==> src/rtl/oam_dma.sv <==
// oam_dma: sprite DMA that stalls the CPU and copies one page into the PPU OAM data port
module oam_dma #(
  parameter logic [15:0] P_trigger_addr  = 16'h4014,
  parameter logic [15:0] P_oam_data_addr = 16'h2004,
  parameter int          P_count         = 256
) (
  input  logic        I_clock,
  input  logic        I_reset,
  input  logic        I_phy2,
  input  logic [15:0] I_cpu_addr,
  input  logic        I_cpu_rdwr,
  input  logic [7:0]  I_cpu_data,
  output logic        O_ready,
  output logic        O_owner,
  output logic [15:0] O_addr,
  output logic        O_rden,
  output logic        O_wren,
  output logic [7:0]  O_data,
  input  logic [7:0]  I_rd_data,
  output logic        O_busy
);
  typedef enum logic [2:0] {S_IDLE, S_HALT, S_ALIGN, S_READ, S_WRITE} state_t;
  localparam logic [7:0] LAST = 8'(P_count - 1);
  state_t      state_q, state_d;
  logic        parity_q, parity_d;
  logic        pend_q, pend_d;
  logic [7:0]  page_q, page_d;
  logic [7:0]  index_q, index_d;
  logic [7:0]  data_q, data_d;
  logic [15:0] addr_q, addr_d;
  logic        trig;
  // next state, page latch and byte index, all advancing only on a CPU tick
  always_comb begin
    state_d  = state_q;
    page_d   = page_q;
    index_d  = index_q;
    parity_d = parity_q ^ I_phy2;
    trig     = I_phy2 & ~I_cpu_rdwr & (I_cpu_addr == P_trigger_addr);
    if (I_phy2)
      case (state_q)
        S_IDLE:  if (trig) begin
          state_d = S_HALT;
          page_d  = I_cpu_data;
          index_d = 8'd0;
        end
        S_HALT:  if (I_cpu_rdwr) state_d = parity_q ? S_READ : S_ALIGN;
        S_ALIGN: state_d = S_READ;
        S_READ:  state_d = S_WRITE;
        S_WRITE: begin
          state_d = (index_q == LAST) ? S_IDLE : S_READ;
          index_d = (index_q == LAST) ? index_q : index_q + 8'd1;
        end
        default: state_d = S_IDLE;
      endcase
  end
  // bus-side outputs; read data lands one clock after the read strobe (registered memory)
  always_comb begin
    O_busy  = state_q != S_IDLE;
    O_ready = ~O_busy;
    O_owner = state_q == S_ALIGN || state_q == S_READ || state_q == S_WRITE;
    O_rden  = (state_q == S_READ) & I_phy2;
    O_wren  = (state_q == S_WRITE) & I_phy2;
    O_addr  = (state_q == S_READ) ? {page_q, index_q} : (state_q == S_WRITE) ? P_oam_data_addr : addr_q;
    O_data  = data_q;
    addr_d  = O_addr;
    pend_d  = O_rden;
    data_d  = pend_q ? I_rd_data : data_q;
  end
  // state register; reset wins over a trigger in the same clock
  always_ff @(posedge I_clock) begin
    if (I_reset) begin
      state_q  <= S_IDLE;
      parity_q <= 1'b0;
      pend_q   <= 1'b0;
      page_q   <= 8'd0;
      index_q  <= 8'd0;
      data_q   <= 8'd0;
      addr_q   <= 16'd0;
    end else begin
      state_q  <= state_d;
      parity_q <= parity_d;
      pend_q   <= pend_d;
      page_q   <= page_d;
      index_q  <= index_d;
      data_q   <= data_d;
      addr_q   <= addr_d;
    end
  end
endmodule

==> config.mk <==
export PLATFORM = sky130hd
export DESIGN_NAME = oam_dma
export DESIGN_NICKNAME = d
export VERILOG_FILES = /design/src/rtl/oam_dma.sv
export SDC_FILE = /design/constraint.sdc
export NUM_CORES = 1
export LEC_CHECK = 0
export CAP_MARGIN = 20
export CORE_ASPECT_RATIO = 1.25
export CORE_MARGIN = 5
export CORE_UTILIZATION = 46
export CTS_CLUSTER_SIZE = 40
export DETAILED_ROUTE_END_ITERATION = 10
export GPL_TIMING_DRIVEN = 0
export PLACE_DENSITY = 0.79
export SYNTH_ARGS = -nofsm -noshare
export SYNTH_HDL_FRONTEND = slang
export SYNTH_SLANG_ARGS = --single-unit
==> constraint.sdc <==
create_clock -name I_clock -period 2.29 [get_ports I_clock]
set_clock_uncertainty 0.15 [all_clocks]
set_input_delay 0.5725 -clock I_clock [delete_from_list [all_inputs] [get_ports I_clock]]
set_output_delay 0.5725 -clock I_clock [all_outputs]
set_load 0.01 [all_outputs]
==> results.txt, run 1 <==
- Pwr Total: 1.51 mW
* Vias per cell: 5.54
- Top cell type by total area after synthesis: sky130_fd_sc_hd__dfxtp_1
* Worst hold margin: 0.340 ns
- For this block, the via count after detailed routing is 2035.
- Max-slew violation count: 0
- Summed area of non-filler cells in the final layout: 0.00302 mm^2
* Crit. Startpoint: state_q[2]$_SDFFE_PP0P_
- In this run the count of I/O pins placed on the die edge is 65.
* Total Die Area: 0.00598 mm^2
* Maximum buffer depth of the clock tree: 2
- Fraction of final layout cells sized beyond drive strength 1: 0.239
- The startpoint identified for the worst register-to-register timing path is index_q[0]$_SDFFE_PP0P_.
* Mean cell area of the mapped netlist: 9.34 um^2
- The first detailed-routing pass ran for 5 iterations.
- Fraction of the core area covered by cells at the end of the flow: 0.687
- Final count of hold timing violations: 0
- Number of buffers created by CTS: 5
- Maximum operating frequency: 414 MHz
- The die is 85.2 um tall.
* Power per Cell Area: 499 mW/mm^2
- The number of antenna violations at the first check in global routing was 0.
- Number of nets with antenna violations after detailed routing: 0
* DR iter-0 viols: 133
- Setup slack on the critical path of the routed design comes to -0.127 ns.
- Class of the tightest hold or removal check: flip-flop to flip-flop
- Clock-pin slew was measured on the worst setup and hold paths at 0.08 ns.
- Yosys attributes the largest share of cell area to sky130_fd_sc_hd__dfxtp_1, sky130_fd_sc_hd__a22o_1, sky130_fd_sc_hd__nor2b_1, sky130_fd_sc_hd__a21oi_1, sky130_fd_sc_hd__mux2i_1.
* Sink Count: 45
* Post-synthesis sequential element count: 45
- Dividing the final minimum period by the clock period gives 1.06.
- Total wire length after detailed routing: 5740 um
* Insertion delay to the later sink of the worst-skew pair: 0.30 ns
- In the global route stage, met1 resource usage came out at 0.224.
- Instance area at placement: 0.00279 mm^2
- For the pin with the worst max-slew slack, the measured transition is 0.547 ns.
- In the final routed layout, each cell accounts on average for 15.6 um.
- Die Span X: 70.2 um
* Startpoint of the most critical hold path: page_q[0]$_SDFFE_PP0P_
- TritonCTS built the clock tree.
- Critical Path Fanout Max: 6
* Sequential element share of the synthesized area: 0.433
* Setup repair after global routing missed its margin: yes
* Critical Path, Cell by Cell: and3b_1 > buf_6 > nor2_4 > buf_4 > buf_6 > a22o_1 > buf_2
- After the last flow step, the layout net total stands at 345.
- The share of total power dissipated in combinational logic is 0.062.
- Final critical delay including setup and external delays: 2.42 ns
* Clk root buf: sky130_fd_sc_hd__clkbuf_8
- The worst register-to-register path has a depth of 6.
* Required time of the critical path: 1.57 ns
- Worst Setup End Kind: primary output
* Most congested layer reported by global routing: met2
- Power spent charging and discharging nets: 0.310 mW
- STA puts the critical path data arrival time at 1.69 ns.
- The worst-case IR drop observed on VDD is 333 uV.
- The internal power of the cells totals 1.20 mW.
- In the global route stage, met3 resource usage came out at 0.0498.
- Max-cap violations in this run came to 0.
* Flop-to-flop setup slack: 0.30 ns
* Switching part of the total power: 0.206
- Commonest cells post-synth: sky130_fd_sc_hd__dfxtp_1, sky130_fd_sc_hd__a21oi_1, sky130_fd_sc_hd__nor2b_1
- For this design the static power due to leakage is 1.16 nW.
- Buffers placed on the I/O ports in this run total 63.
- In this run the number of H-tree levels came out at 2.
- After detailed routing, the number of remaining DRC violations is 0.
- The floorplan has 27 rows.
- The netlist uses 47 different library cells.
- Most instantiated flip-flop cell in the synthesis netlist: sky130_fd_sc_hd__dfxtp_1
- Result of the run: finished, violations left
* Cell repeated most along the worst path: sky130_fd_sc_hd__buf_6
- Via count of the first global-routing pass: 1939
- For met2 alone, demand over resource in global routing was 0.337.
- DPL Wire Length: 3990 um
* Failing checks: negative setup slack
- Area grow syn2layout: 45.0%
* Number of enable flip-flop cells after synthesis: 0
- Of the total power, the clock network draws 0.419.
- The worst hold path was traced through 2 stages.
* Worst path bufs/invs: 4
- The slowest stage of the critical path is the sky130_fd_sc_hd__dfxtp_4 cell.
- The first global-routing pass estimated 9200 um of wire.
- Most common cell in the synthesized netlist: sky130_fd_sc_hd__dfxtp_1
* Slew margin rel.: 0.635
- Routability-driven placement finished with a final weighted congestion of 0.849.
- Warnings, synthesis: 0
* Global route overflow: 0
- Maximum number of pins on one net before global-route repair: 15
- Hold endpoint: page_q[0]$_SDFFE_PP0P_
- The setup path with the least slack is of type flip-flop to primary output.
* Instance count of the mapped netlist: 223
- Post-Synthesis Net Count: 260
* Startpoint kind of the worst setup timing path: flip-flop
- In this run the standard cell core region covers 0.00439 mm^2.
* Total GRT Usage: 0.192
- The mapped netlist covers 0.00208 mm^2.
* Area share of the largest cell type after synthesis: 0.433
* Largest delay share family, worst path: buffers and inverters
- Ant. Diodes: 0
- Number of endpoints failing setup at the final stage: 16
- Initial Utilization: 0.474
- Async set-reset flop share out of synthesis: 0
- Share of total power in sequential cells: 0.518
- Critical register-to-register path endpoint: index_q[3]$_SDFFE_PP0P_
- Largest stage delay on the critical path: 0.38 ns
## per-stage QoR
| stage | setup TNS (ns) | worst slack, ns | std cells |
|---|---|---|---|
| final | -1.16 | -0.127 | 367 |
| after detailed placement | -9.18 | -0.720 | 344 |
| after floorplan | 0 | 0.337 | 223 |
| after CTS | -0.714 | -0.148 | 362 |
| after global placement | -8.57 | -0.741 | 344 |
| after global routing | -2.43 | -0.204 | 367 |
## layer usage
metal	wire [um]	part of all wire	vias to the layer above
met5	0	0	-
met4	75	0.013	0
met3	370	0.064	7
met2	2920	0.51	75
met1	2370	0.41	969
li1	-	-	984
## repair_timing
item	CTS	global route
buffers inserted	10	7
gates resized for setup	99	9
pin swaps	7	16
endpoints found under the setup margin	30	29
hold buffers	0	0
gates cloned	1	0
## cells in the final DEF, fill, tap and decap left out, types with 4 or more instances in the layout
master and count:
sky130_fd_sc_hd__clkbuf_1 6, sky130_fd_sc_hd__clkdlybuf4s50_1 42, sky130_fd_sc_hd__a22o_1 14, sky130_fd_sc_hd__nand3_1 8, sky130_fd_sc_hd__nor2_1 14, sky130_fd_sc_hd__nand2_1 4, sky130_fd_sc_hd__nand4_1 10, sky130_fd_sc_hd__buf_2 22
sky130_fd_sc_hd__mux2i_1 8, sky130_fd_sc_hd__buf_4 11, sky130_fd_sc_hd__clkbuf_8 6, sky130_fd_sc_hd__a21oi_1 19, sky130_fd_sc_hd__nor2b_1 18, sky130_fd_sc_hd__o21ai_1 8, sky130_fd_sc_hd__o211ai_1 6, sky130_fd_sc_hd__dfxtp_1 42
sky130_fd_sc_hd__buf_6 10
## worst max path at each step
| stage | end | depth (start not counted) |
|---|---|---|
| CTS | O_addr[9] | 8 |
| floorplan | O_addr[10] | 6 |
| detailed placement | O_wren | 5 |
| finish | O_addr[1] | 7 |
| global route | O_addr[9] | 7 |
| global placement | O_wren | 5 |
## flip-flops by register name, summed over array words and instances (netlist names)
name      count
parity_q      1
O_data        8
page_q        8
addr_q       16
index_q       8
state_q       3
pend_q        1
## worst reg2reg max path, cell delays in order (launching register included)
cell,delay [ns]
sky130_fd_sc_hd__dfxtp_1,0.49
sky130_fd_sc_hd__ha_1,0.27
sky130_fd_sc_hd__nand3_1,0.18
sky130_fd_sc_hd__o211ai_2,0.25
sky130_fd_sc_hd__buf_2,0.27
sky130_fd_sc_hd__o211ai_1,0.13
sky130_fd_sc_hd__a31oi_1,0.17
## power groups by stage
stage                     clock, mW  sequential (mW)  combinational, mW
final                         0.632            0.781             0.0942
after global routing          0.673            0.782              0.102
after CTS                     0.628            0.785             0.0930
after detailed placement          0            0.803             0.0906
after global placement            0            0.803             0.0895
after floorplan                   0            0.803             0.0239
## cell families after synthesis
logic type / count (synthesis) / share of synthesized area
DFF: 45 / 0.433
AOI/OAI and AO/OA: 61 / 0.201
and+or+nand+nor: 80 / 0.241
muxes: 10 / 0.0493
xor gates and xnor gates: 1 / 0.00421
adders and majority gates: 1 / 0.00601
buffers and inverters: 25 / 0.0661
## final cells by class
| type | count | area [um^2] |
|---|---|---|
| tap | 58 | 72.6 |
| inverter | 5 | 23.8 |
| sequential | 45 | 912 |
| multi-input combinational | 153 | 1060 |
| fill | 365 | 1370 |
| buffer | 17 | 123 |
| clock inverter | 2 | 37.5 |
| clock buffer | 6 | 82.6 |
| timing repair buffer | 81 | 709 |
No activity file was read; power rests on OpenSTA's default activity.
==> run 2, diff against run 1 <==
Settings changed: CORE_UTILIZATION 46 to 48, CTS_BUF_LIST set to sky130_fd_sc_hd__clkbuf_8, PLACE_DENSITY 0.79 to 0.82.
==> run 2 against run 1 <==
Effect of this change: the flow still finishes with violations (negative setup slack); worst setup slack better by 0.023 ns; sequential power about the same; non-clock buffer count up 6; routed wire length up 6.7%; register-to-register slack about the same; die area down 3.6%; power down 8.1%; largest cell class unchanged; largest power group unchanged.
==> results.txt, run 2 (synthesized netlist as in run 1, its figures left out) <==
* Clock tree from TritonCTS: yes (unchanged)
- The final number of hold-violating endpoints was 0 (unchanged).
* Leakage power summed over all cells: 1.16 nW (about the same)
- Setup repair after global routing missed its margin: yes (unchanged)
- Count of maximum capacitance violations: 0 (unchanged)
- Area grow syn2layout: 44.6% (was 45.0%)
* Die Span X: 68.9 um (was 70.2 um)
- Most flop-heavy register: addr_q (unchanged)
* Maximum buffer depth of the clock tree: 2 (unchanged)
* Net count, final: 351 (was 345)
- Maximum operating frequency: 418 MHz (was 414 MHz)
* Critical Path Fanout Max: 7 (was 6)
* Die extent in y: 83.6 um (was 85.2 um)
- The number of flip-flops in the largest register came to 16 (unchanged).
- The fill cell total of the finished layout is 312 (was 365).
- DR iter-0 viols: 139 (was 133)
* Fraction of the core area covered by cells at the end of the flow: 0.729 (was 0.687)
* Number of port buffers: 63 (unchanged)
* Number of placed instances with taps included: 342 (was 344)
- Insertion delay to the later sink of the worst-skew pair: 0.30 ns (about the same)
* Largest vdd supply drop: 371 uV (was 333 uV)
- The worst slack after detailed placement was -0.712 ns (was -0.720 ns).
- Slew margin rel.: 0.617 (was 0.635)
- The number of levels in the clock H-tree is 2 (unchanged).
- Ports: 65 (unchanged)
- The wire length of the first global-routing pass was 9690 um (was 9200 um).
* Result of the run: finished, violations left (unchanged)
* Critical path class: flip-flop to primary output (unchanged)
- The total clock buffers created by CTS was 5 (unchanged).
* Critical path arrival: 1.67 ns (was 1.69 ns)
* Row cnt: 26 (was 27)
- The number of antenna violations at the first check in global routing came to 0 (unchanged).
- The average via count per standard cell is 5.57 (was 5.54).
* Detailed-route DRC error count: 0 (unchanged)
- Worst hold margin: 0.333 ns (was 0.340 ns)
- The placeable core region came to 0.00413 mm^2 (was 0.00439 mm^2).
- Worst Setup End Kind: primary output (unchanged)
* Worst Tran Pin Value: 0.575 ns (was 0.547 ns)
* Failing checks: negative setup slack (unchanged)
- The final max-slew violation count was 0 (unchanged).
- Post-detailed-route wirelength per cell: 16.6 um (was 15.6 um)
- Class of the tightest hold or removal check: flip-flop to flip-flop (unchanged)
- Maximum number of pins on one net before global-route repair: 14 (was 15)
- Multi-input combinational cell area: 0.00105 mm^2 (was 0.00106 mm^2)
- The number of clock sinks came to 45 (unchanged).
* RePlAce Congestion: 0.833 (was 0.849)
- The area occupied by registers was 910 um^2 (was 912 um^2).
* Ant. Diodes: 0 (unchanged)
- Number of endpoints failing setup at the final stage: 16 (unchanged)
- Total Die Area: 0.00576 mm^2 (was 0.00598 mm^2)
* Final critical delay including setup and external delays: 2.39 ns (was 2.42 ns)
- Startpoint kind of the worst setup timing path: flip-flop (unchanged)
- The ratio of cells with drive above 1 in the final layout was 0.248 (was 0.239).
* Required time of the critical path: 1.57 ns (about the same)
* Initial Utilization: 0.504 (was 0.474)
* Vias post-DR: 2061 (was 2035)
* Total GRT Usage: 0.220 (was 0.192)
- Setup TNS Final: -1.11 ns (was -1.16 ns)
- Most frequent cells in the layout: sky130_fd_sc_hd__dfxtp_1, sky130_fd_sc_hd__clkdlybuf4s50_1, sky130_fd_sc_hd__buf_4 (was sky130_fd_sc_hd__dfxtp_1, sky130_fd_sc_hd__clkdlybuf4s50_1, sky130_fd_sc_hd__buf_2)
- Clk root buf: sky130_fd_sc_hd__clkbuf_8 (unchanged)
* Finished Layout Cells: 370 (was 367)
- The half-perimeter wire length after detailed placement is 4060 um (was 3990 um).
- Reg clk slew, reported paths: 0.08 ns (about the same)
* Global route overflow: 0 (unchanged)
- The period utilization is 1.05 (was 1.06).
* First-pass iteration count of the detailed router: 4 (was 5)
- The number of global-route vias before repair is 2075 (was 1939).
- Final worst setup slack: -0.104 ns (was -0.127 ns)
- Total wire length after detailed routing: 6130 um (was 5740 um)
- The power per standard cell area was 460 mW/mm^2 (was 499 mW/mm^2).
* Number of nets with antenna violations after detailed routing: 0 (unchanged)
## run 2: power by group
part | internal (mW) | leakage, nW | switching [mW]
Combinational | 0.0677 | 0.752 | 0.0350
Clock | 0.238 | 0.0433 | 0.262
Sequential | 0.781 | 0.365 | 0.00154
Total | 1.09 | 1.16 | 0.298
## run 2: routing by layer
metal,vias up,GRT usage,part of all wire
met2,79,0.375,0.52
met5,-,0,0
met4,0,0.0851,0.019
met1,973,0.265,0.39
met3,14,0.0364,0.071
li1,995,-,-
## run 2: timing repair
action	4_1_cts	5_1_grt
hold buffers	0	0
gates resized for setup	94	8
buffers inserted	12	11
cloned	1	0
setup endpoints to repair	20	28
pin swaps	7	10
## run 2: final timing paths
| path | cells after the start | slack (ns) | to | startpoint |
|---|---|---|---|---|
| hold reg to reg | 2 | 0.33 | page_q[6]$_SDFFE_PP0P_ | page_q[6]$_SDFFE_PP0P_ |
| setup reg to reg | 6 | 0.31 | index_q[1]$_SDFFE_PP0P_ | index_q[0]$_SDFFE_PP0P_ |
| hold / removal | 2 | 0.33 | page_q[6]$_SDFFE_PP0P_ | page_q[6]$_SDFFE_PP0P_ |
| setup / recovery | 6 | -0.10 | O_addr[11] | state_q[2]$_SDFFE_PP0P_ |
## run 2: cell type report
cell class / count / area share
multi-input cells: 153 / 0.350
plain buffers: 17 / 0.0391
repair buffers: 87 / 0.247
flip-flops and latches: 45 / 0.302
inverters: 5 / 0.00914
clock inverters: 1 / 0.00249
clock buffers: 6 / 0.0274
well taps: 56 / 0.0233
## run 2: metrics by stage
stage / power (mW) / cell area, um^2
6_report: 1.39 / 3010
5_1_grt: 1.44 / 3010
4_1_cts: 1.38 / 2920
3_5_place_dp: 0.894 / 2780
3_3_place_gp: 0.893 / 2780
2_1_floorplan: 0.827 / 2080
## run 2: critical path: stages, from the launching register on
cell	delay [ns]
sky130_fd_sc_hd__dfxtp_4	0.39
sky130_fd_sc_hd__and3b_1	0.19
sky130_fd_sc_hd__buf_6	0.14
sky130_fd_sc_hd__nor2_4	0.20
sky130_fd_sc_hd__buf_6	0.15
sky130_fd_sc_hd__a22o_1	0.16
sky130_fd_sc_hd__buf_2	0.15
